==> src/rtl/cmd_link_pkg.sv <==
// Shared definitions for the 8-bit latched command link (encoder and decoder sides).
// Command byte codes, command index enum and encoder FSM state type.
package cmd_link_pkg;

    localparam logic [7:0] CMD_RESET  = 8'hAA;
    localparam logic [7:0] CMD_NFRAME = 8'h55;
    localparam logic [7:0] CMD_USB    = 8'h5A;
    localparam logic [7:0] CMD_SD     = 8'hA5;
    localparam logic [7:0] CMD_IDLE   = 8'h00;

    localparam int NUM_CMDS = 4;

    typedef enum logic [1:0] {
        IDX_RESET  = 2'd0,
        IDX_NFRAME = 2'd1,
        IDX_USB    = 2'd2,
        IDX_SD     = 2'd3
    } cmd_idx_e;

    typedef enum logic [1:0] {
        ST_IDLE  = 2'd0,
        ST_LATCH = 2'd1,
        ST_GAP   = 2'd2
    } enc_state_e;

    function automatic logic [7:0] cmd_code(input cmd_idx_e idx);
        case (idx)
            IDX_RESET:  return CMD_RESET;
            IDX_NFRAME: return CMD_NFRAME;
            IDX_USB:    return CMD_USB;
            default:    return CMD_SD;
        endcase
    endfunction

endpackage

==> src/rtl/cmd_priority_arbiter.sv <==
// Fixed-priority selector for queued link commands: reset > nframe > usb > sd.
// Purely combinational; returns a one-hot grant and the matching command byte.
module cmd_priority_arbiter
    import cmd_link_pkg::*;
(
    input  logic [NUM_CMDS-1:0] pending,
    output logic [NUM_CMDS-1:0] grant,
    output logic [7:0]          code
);

    // NOTE: every output gets a default first so no path leaves a latch behind.
    always_comb begin
        grant = '0;
        code  = CMD_IDLE;
        if (pending[IDX_RESET]) begin
            grant[IDX_RESET] = 1'b1;
            code             = cmd_code(IDX_RESET);
        end else if (pending[IDX_NFRAME]) begin
            grant[IDX_NFRAME] = 1'b1;
            code              = cmd_code(IDX_NFRAME);
        end else if (pending[IDX_USB]) begin
            grant[IDX_USB] = 1'b1;
            code           = cmd_code(IDX_USB);
        end else if (pending[IDX_SD]) begin
            grant[IDX_SD] = 1'b1;
            code          = cmd_code(IDX_SD);
        end
    end

endmodule

==> src/rtl/fpga_command_encoder.sv <==
// Transmit side of the latched command link: queues request pulses and frames each byte
// with a command_latch strobe followed by a low gap. Optional raw-byte path: CMD_ENC_RAW_EN.
module fpga_command_encoder
    import cmd_link_pkg::*;
#(
    parameter int LATCH_CYCLES = 2,
    parameter int GAP_CYCLES   = 4
) (
    input  logic       clk,
    input  logic       rst_n,
    input  logic       req_reset,
    input  logic       req_nframe,
    input  logic       req_usb,
    input  logic       req_sd,
    output logic       command_latch,
    output logic [7:0] command_data,
    output logic [3:0] pending,
    output logic       busy,
    output logic       cmd_done
`ifdef CMD_ENC_RAW_EN
    ,
    input  logic       raw_valid,
    input  logic [7:0] raw_data,
    output logic       raw_ready
`endif
);

    enc_state_e    state;
    logic [7:0]    counter;
    logic [3:0]    req_vec;
    logic [3:0]    grant;
    logic [7:0]    arb_code;
    logic          launch_cmd;
    logic [3:0]    pending_next;

    cmd_priority_arbiter u_arbiter (
        .pending (pending),
        .grant   (grant),
        .code    (arb_code)
    );

    // A request on the launch cycle wins over the clear, so it is sent again later.
    always_comb begin
        req_vec      = {req_sd, req_usb, req_nframe, req_reset};
        launch_cmd   = (state == ST_IDLE) && (pending != 4'b0000);
        pending_next = (pending & ~(launch_cmd ? grant : 4'b0000)) | req_vec;
    end

    // NOTE: all state below uses non-blocking assignments so every register updates together.
    always_ff @(posedge clk) begin
        if (!rst_n) begin
            state         <= ST_IDLE;
            counter       <= 8'd0;
            pending       <= 4'b0000;
            command_latch <= 1'b0;
            command_data  <= CMD_IDLE;
            busy          <= 1'b0;
            cmd_done      <= 1'b0;
`ifdef CMD_ENC_RAW_EN
            raw_ready     <= 1'b0;
`endif
        end else begin
            pending  <= pending_next;
            cmd_done <= 1'b0;
            case (state)
                ST_IDLE: begin
                    if (launch_cmd) begin
                        state         <= ST_LATCH;
                        counter       <= 8'd1;
                        command_latch <= 1'b1;
                        command_data  <= arb_code;
                        busy          <= 1'b1;
`ifdef CMD_ENC_RAW_EN
                        raw_ready     <= 1'b0;
                    end else if (raw_valid && raw_ready) begin
                        if (raw_data != CMD_IDLE) begin
                            state         <= ST_LATCH;
                            counter       <= 8'd1;
                            command_latch <= 1'b1;
                            command_data  <= raw_data;
                            busy          <= 1'b1;
                            raw_ready     <= 1'b0;
                        end else begin
                            // A zero byte would be indistinguishable from idle, so skip the strobe.
                            cmd_done      <= 1'b1;
                            command_latch <= 1'b0;
                            command_data  <= CMD_IDLE;
                            raw_ready     <= (pending_next == 4'b0000);
                        end
`endif
                    end else begin
                        command_latch <= 1'b0;
                        command_data  <= CMD_IDLE;
`ifdef CMD_ENC_RAW_EN
                        raw_ready     <= (pending_next == 4'b0000);
`endif
                    end
                end
                ST_LATCH: begin
                    if (counter == 8'(LATCH_CYCLES)) begin
                        state         <= ST_GAP;
                        counter       <= 8'd1;
                        command_latch <= 1'b0;
                        command_data  <= CMD_IDLE;
                    end else begin
                        counter <= counter + 8'd1;
                    end
                end
                ST_GAP: begin
                    if (counter == 8'(GAP_CYCLES)) begin
                        state    <= ST_IDLE;
                        counter  <= 8'd0;
                        busy     <= 1'b0;
                        cmd_done <= 1'b1;
`ifdef CMD_ENC_RAW_EN
                        raw_ready <= (pending_next == 4'b0000);
`endif
                    end else begin
                        counter <= counter + 8'd1;
                    end
                end
                default: begin
                    state         <= ST_IDLE;
                    counter       <= 8'd0;
                    command_latch <= 1'b0;
                    command_data  <= CMD_IDLE;
                    busy          <= 1'b0;
                end
            endcase
        end
    end

endmodule
==> config.mk <==
export PLATFORM = sky130hd
export DESIGN_NAME = fpga_command_encoder
export DESIGN_NICKNAME = d
export VERILOG_FILES = /design/src/rtl/cmd_link_pkg.sv /design/src/rtl/cmd_priority_arbiter.sv /design/src/rtl/fpga_command_encoder.sv
export SDC_FILE = /design/constraint.sdc
export NUM_CORES = 1
export LEC_CHECK = 0
export CAP_MARGIN = 20
export CORE_MARGIN = 2
export CORE_UTILIZATION = 51
export DETAILED_ROUTE_END_ITERATION = 10
export HOLD_SLACK_MARGIN = 0.02
export PLACE_DENSITY_LB_ADDON = 0.08
export SLEW_MARGIN = 20
export SYNTH_ARGS = -nofsm -noshare
export SYNTH_HDL_FRONTEND = slang
export SYNTH_SLANG_ARGS = --single-unit
==> constraint.sdc <==
create_clock -name clk -period 1.8 [get_ports clk]
set_input_delay 0.18 -clock clk [delete_from_list [all_inputs] [get_ports clk]]
set_output_delay 0.18 -clock clk [all_outputs]
set_load 0.01 [all_outputs]
==> results.md <==
Outcome:
- The flow ran to the end, and the final reports show no timing, DRC or antenna violations.

Critical path:
- In this run the critical register-to-register path is launched from counter[0]$_SDFFE_PN0P_.
- The termination of the worst setup path is command_latch$_SDFFE_PN0P_.
- The largest fanout on the critical path is 10.
- The timing startpoint of the critical path is counter[0]$_SDFFE_PN0P_.
- The worst register-to-register path has a depth of 6.
- Across all register-to-register paths, the minimum setup slack is around 190 ps.
- In this run the critical register-to-register path is captured at command_latch$_SDFFE_PN0P_.
- The category of the worst setup path capture point is a register.
- The type of the setup path with the least slack is register to register.
- STA classifies the critical path startpoint as a register.
- The critical path arrival is 1810 ps.
- The required time reported for the critical path endpoint is around 2000 ps.

Global routing:
- The first-pass GRT wire length is between 4000 and 5000 um.
- After global routing the overflow that remains totals 0.
- Entering global routing, the biggest net connects 12 pins.
- The number of antenna violations at the first check in global routing came to 0.
- The number of global-route vias before repair was about 900.
- The global router's overall resource usage is a little over a fifth.

Drt:
- The number of antenna-violating nets in the routed design is 0.
- The number of violations reported at the end of detailed-routing iteration 0 is 11.
- For this block, the via count after detailed routing is 939.
- The final layout contains routed wiring with a total length of ~2400 um.
- The first-pass iteration count of the detailed router is 4.
- In the routed layout, each cell is associated on average with a via count of 5.52.
- For this run, design rule violations remaining after detail routing come to 0.
- The routed length per instance is between 10 and 15 um.

STA:
- Setup violations remaining at the end of the flow were counted as 0.
- The clock arrives with between 3 and 4 ps of skew.
- After layout, the minimum clock period comes to 1610 ps.
- At the pin with the least slew margin, the transition time is 468 ps.
- The maximum operating frequency is 0.622 GHz.
- The remaining max-slew budget at the tightest pin is 68.5%.
- Once routing completed, OpenROAD measured the worst setup slack at approximately 190 ps.
- Final hold analysis gives a worst-case slack of around 460 ps.
- Setup repair after global routing left no endpoint under its margin.
- The count of pins over their slew limit is 0.
- The hold violation total from the final report is 0.
- In the final timing run, aggregate negative setup slack is 0 ps.
- Of the available clock period, the critical path in the final layout requires between 80 and 90%.

Synth:
- The mux cell area share after synthesis is 0%.
- Of the total synthesized cell area, the portion taken by AND, OR, NAND and NOR gates is 27.2%.
- The synthesized netlist devotes between 3 and 4% of its cell area to adder and majority cells.
- The commonest register cell after synthesis is sky130_fd_sc_hd__dfxtp_1.
- The share of async-settable or async-resettable flops after synthesis is 0%.
- The number of distinct standard cells referenced by the synthesized netlist is 39.
- The post-synthesis instance total is between 100 and 150.
- Counting flops with a built-in enable in the synthesized netlist gives 0.
- Summing the areas of all compound-gate instances in the mapped netlist gives about a quarter of the synthesized area.
- The area of the mapped netlist is roughly 1100 um2.
- Synthesis inferred 21 register bits.
- The number of nets in the synthesized netlist is around 130.
- The synthesized netlist devotes 0.773% of its cell area to XOR and XNOR gates.
- The dominant combinational cell family by area after synthesis is simple AND/OR/NAND/NOR gates.
- The number of synthesis warnings is 0.
- The average instance in the mapped netlist occupies between 9 and 10 um2.
- The sequential element share of the synthesized area is a little under two fifths.

Power:
- The switching power as a share of total power is between 20 and 30%.
- In this run the power density over the cells is ~730 nW/um2.
- The combinational share of power is between 20 and 25%.
- The internal power of the cells totals between 700 and 800 uW.
- The part of the power in registers is a little over half.
- The analysis attributes to net switching a power of between 200 and 300 uW.
- The clock network fraction of design power is 23.1%.
- IR analysis of the VDD net gives a maximum drop of 0.489 mV.
- For this design the static power due to leakage is roughly 0.51 nW.

Final layout:
- The number of nets in the layout is about 150.
- The number of fill cells in the layout is between 150 and 200.
- The post-layout instance area is about 1300 um2.
- The signed area change from the synthesized netlist to the final layout is 19.0%.
- The total inserted antenna cells is 0.
- The post-route netlist has a little under an eighth of its cells at a drive strength greater than 1.

Clock network:
- The quantity of gates resized following cts is 0.
- The tree is rooted in a sky130_fd_sc_hd__clkbuf_4.
- In this run, CTS created clock tree buffers numbering 3.
- The number of buffers added for setup after CTS is 0.
- The maximum clock insertion buffer count is 2.
- The clock-pin slew reported for the worst setup and hold paths after clock tree synthesis is between 100 and 150 ps.
- The H-tree level count is 1.
- The clock reaches the later pin of the worst-skew pair after 300 ps.
- The clock net sink count is 21.
- The number of hold buffers added after CTS was 0.
- The CTS tree is done.

Run:
- The number of max-capacitance violations reported is 0.

Floorplanning:
- The die covers about 2600 um2.
- The core region is 2150 um2.
- Once the floorplan was initialized, standard cells occupied a little over half of the core.
- The floorplan step set the die height to ~51 um.
- The initialized floorplan defines 17 standard-cell rows.
- The I/O pin count is 21.
- The width of the die is ~51 um.

Worst hold path:
- The worst hold path class is input pin to register.
- The cell count of the worst hold path is 2.

Placed design:
- The worst setup slack after placement is roughly 210 ps.
- In this run the cell area measured after placement is ~1300 um2.
- The final weighted congestion in routability-driven placement is between 0.8 and 0.9.
- The HPWL after detailed placement is 1790 um.
- The number of buffers inserted by port buffering is 20.
-- cell usage in the layout (no fill, tap or decap), types with 2 or more instances in the layout --
master / Yosys / final
sky130_fd_sc_hd__inv_1: 6 / 6
sky130_fd_sc_hd__o221ai_1: 5 / 5
sky130_fd_sc_hd__o21a_1: 6 / 6
sky130_fd_sc_hd__buf_4: 4 / 2
sky130_fd_sc_hd__nand2_1: 20 / 20
sky130_fd_sc_hd__nor3_1: 5 / 5
sky130_fd_sc_hd__a21oi_1: 7 / 7
sky130_fd_sc_hd__nor2_1: 6 / 6
sky130_fd_sc_hd__o21ai_0: 3 / 3
sky130_fd_sc_hd__clkbuf_4: 0 / 3
sky130_fd_sc_hd__nor2b_1: 5 / 5
sky130_fd_sc_hd__dfxtp_1: 21 / 21
sky130_fd_sc_hd__ha_1: 3 / 3
sky130_fd_sc_hd__nand3_1: 5 / 5
sky130_fd_sc_hd__clkdlybuf4s50_1: 0 / 20
sky130_fd_sc_hd__o2bb2ai_1: 3 / 3
-- registers in the layout, indices dropped and copies added (netlist names) --
| name | count |
|---|---|
| counter | 8 |
| cmd_done | 1 |
| busy | 1 |
| command_data | 4 |
| command_latch | 1 |
| pending | 4 |
| state | 2 |
-- cell type report --
| class | instances | area [um2] | share of cell area (%) |
|---|---|---|---|
| Clock buffer | 4 | 26.3 | 1.95 |
| Inverter | 6 | 22.5 | 1.67 |
| Multi-Input combinational cell | 89 | 628 | 46.6 |
| Sequential cell | 21 | 420 | 31.2 |
| Tap cell | 28 | 35.0 | 2.60 |
| Timing Repair Buffer | 22 | 215 | 16.0 |
-- through the flow --
step	total power [mW]	utilization (%)	cells
after detailed placement	0.768	61.5	166
after CTS	0.997	62.7	170
final	0.983	62.7	170
after global placement	0.763	61.5	166
after global routing	1.04	62.7	170
after floorplan	0.676	-	124
-- kinds of logic (layout without fill, tap and decap cells) --
family / after synthesis / in the layout
compound gates: 34 / 34
simple gates: 51 / 51
fa+ha+maj: 3 / 3
buf+inv: 14 / 32
xor+xnor: 1 / 1
flops: 21 / 21
-- synth_stat cells, drive strengths merged (2+ instances only) --
master / count / area share (%)
and2: 2 / 1.2
a21oi: 8 / 4.5
o21a: 7 / 5.3
o2bb2ai: 3 / 2.3
nor3: 6 / 3.6
o21ai: 3 / 1.3
ha: 3 / 3.3
buf: 5 / 3.1
inv: 6 / 2.0
dfxtp: 21 / 37
o221ai: 5 / 3.9
a21boi: 2 / 2.3
nor2: 6 / 2.0
clkbuf: 2 / 1.5
nand2: 20 / 6.6
nand3: 5 / 2.2
nor2b: 5 / 2.8
-- worst min path at each step --
stage                               startpoint                         end  slack, ps
CTS                                     req_sd       pending[3]$_SDFF_PN0_        460
detailed placement  command_latch$_SDFFE_PN0P_  command_latch$_SDFFE_PN0P_        470
floorplan                           req_nframe       pending[1]$_SDFF_PN0_        300
global route                        req_nframe       pending[1]$_SDFF_PN0_        460
finish                              req_nframe       pending[1]$_SDFF_PN0_        460
global placement    command_latch$_SDFFE_PN0P_  command_latch$_SDFFE_PN0P_        460
-- worst max-delay path: stages, from the launching register on --
cell and delay [ps]:
sky130_fd_sc_hd__dfxtp_1 350, sky130_fd_sc_hd__inv_1 120, sky130_fd_sc_hd__ha_1 170, sky130_fd_sc_hd__nor4b_4 280, sky130_fd_sc_hd__a21oi_4 160, sky130_fd_sc_hd__o21a_4 240, sky130_fd_sc_hd__a22o_1 180
-- power groups by stage --
stage	clock [mW]	sequential [mW]	combinational (mW)
after floorplan	0	0.545	0.131
after global placement	0	0.541	0.222
after detailed placement	0	0.544	0.225
after CTS	0.238	0.533	0.226
after global routing	0.260	0.539	0.245
final	0.227	0.533	0.223
-- metal layers --
| metal | global-route usage [%] | part of all wire (%) | vias to the layer above |
|---|---|---|---|
| met5 | 0 | 0 | - |
| met4 | 9.46 | 1.6 | 0 |
| met3 | 4.09 | 4.3 | 4 |
| met2 | 37.9 | 50 | 21 |
| met1 | 26.3 | 44 | 440 |
| li1 | - | - | 474 |
Note: power is estimated with default switching activity, not from simulation.
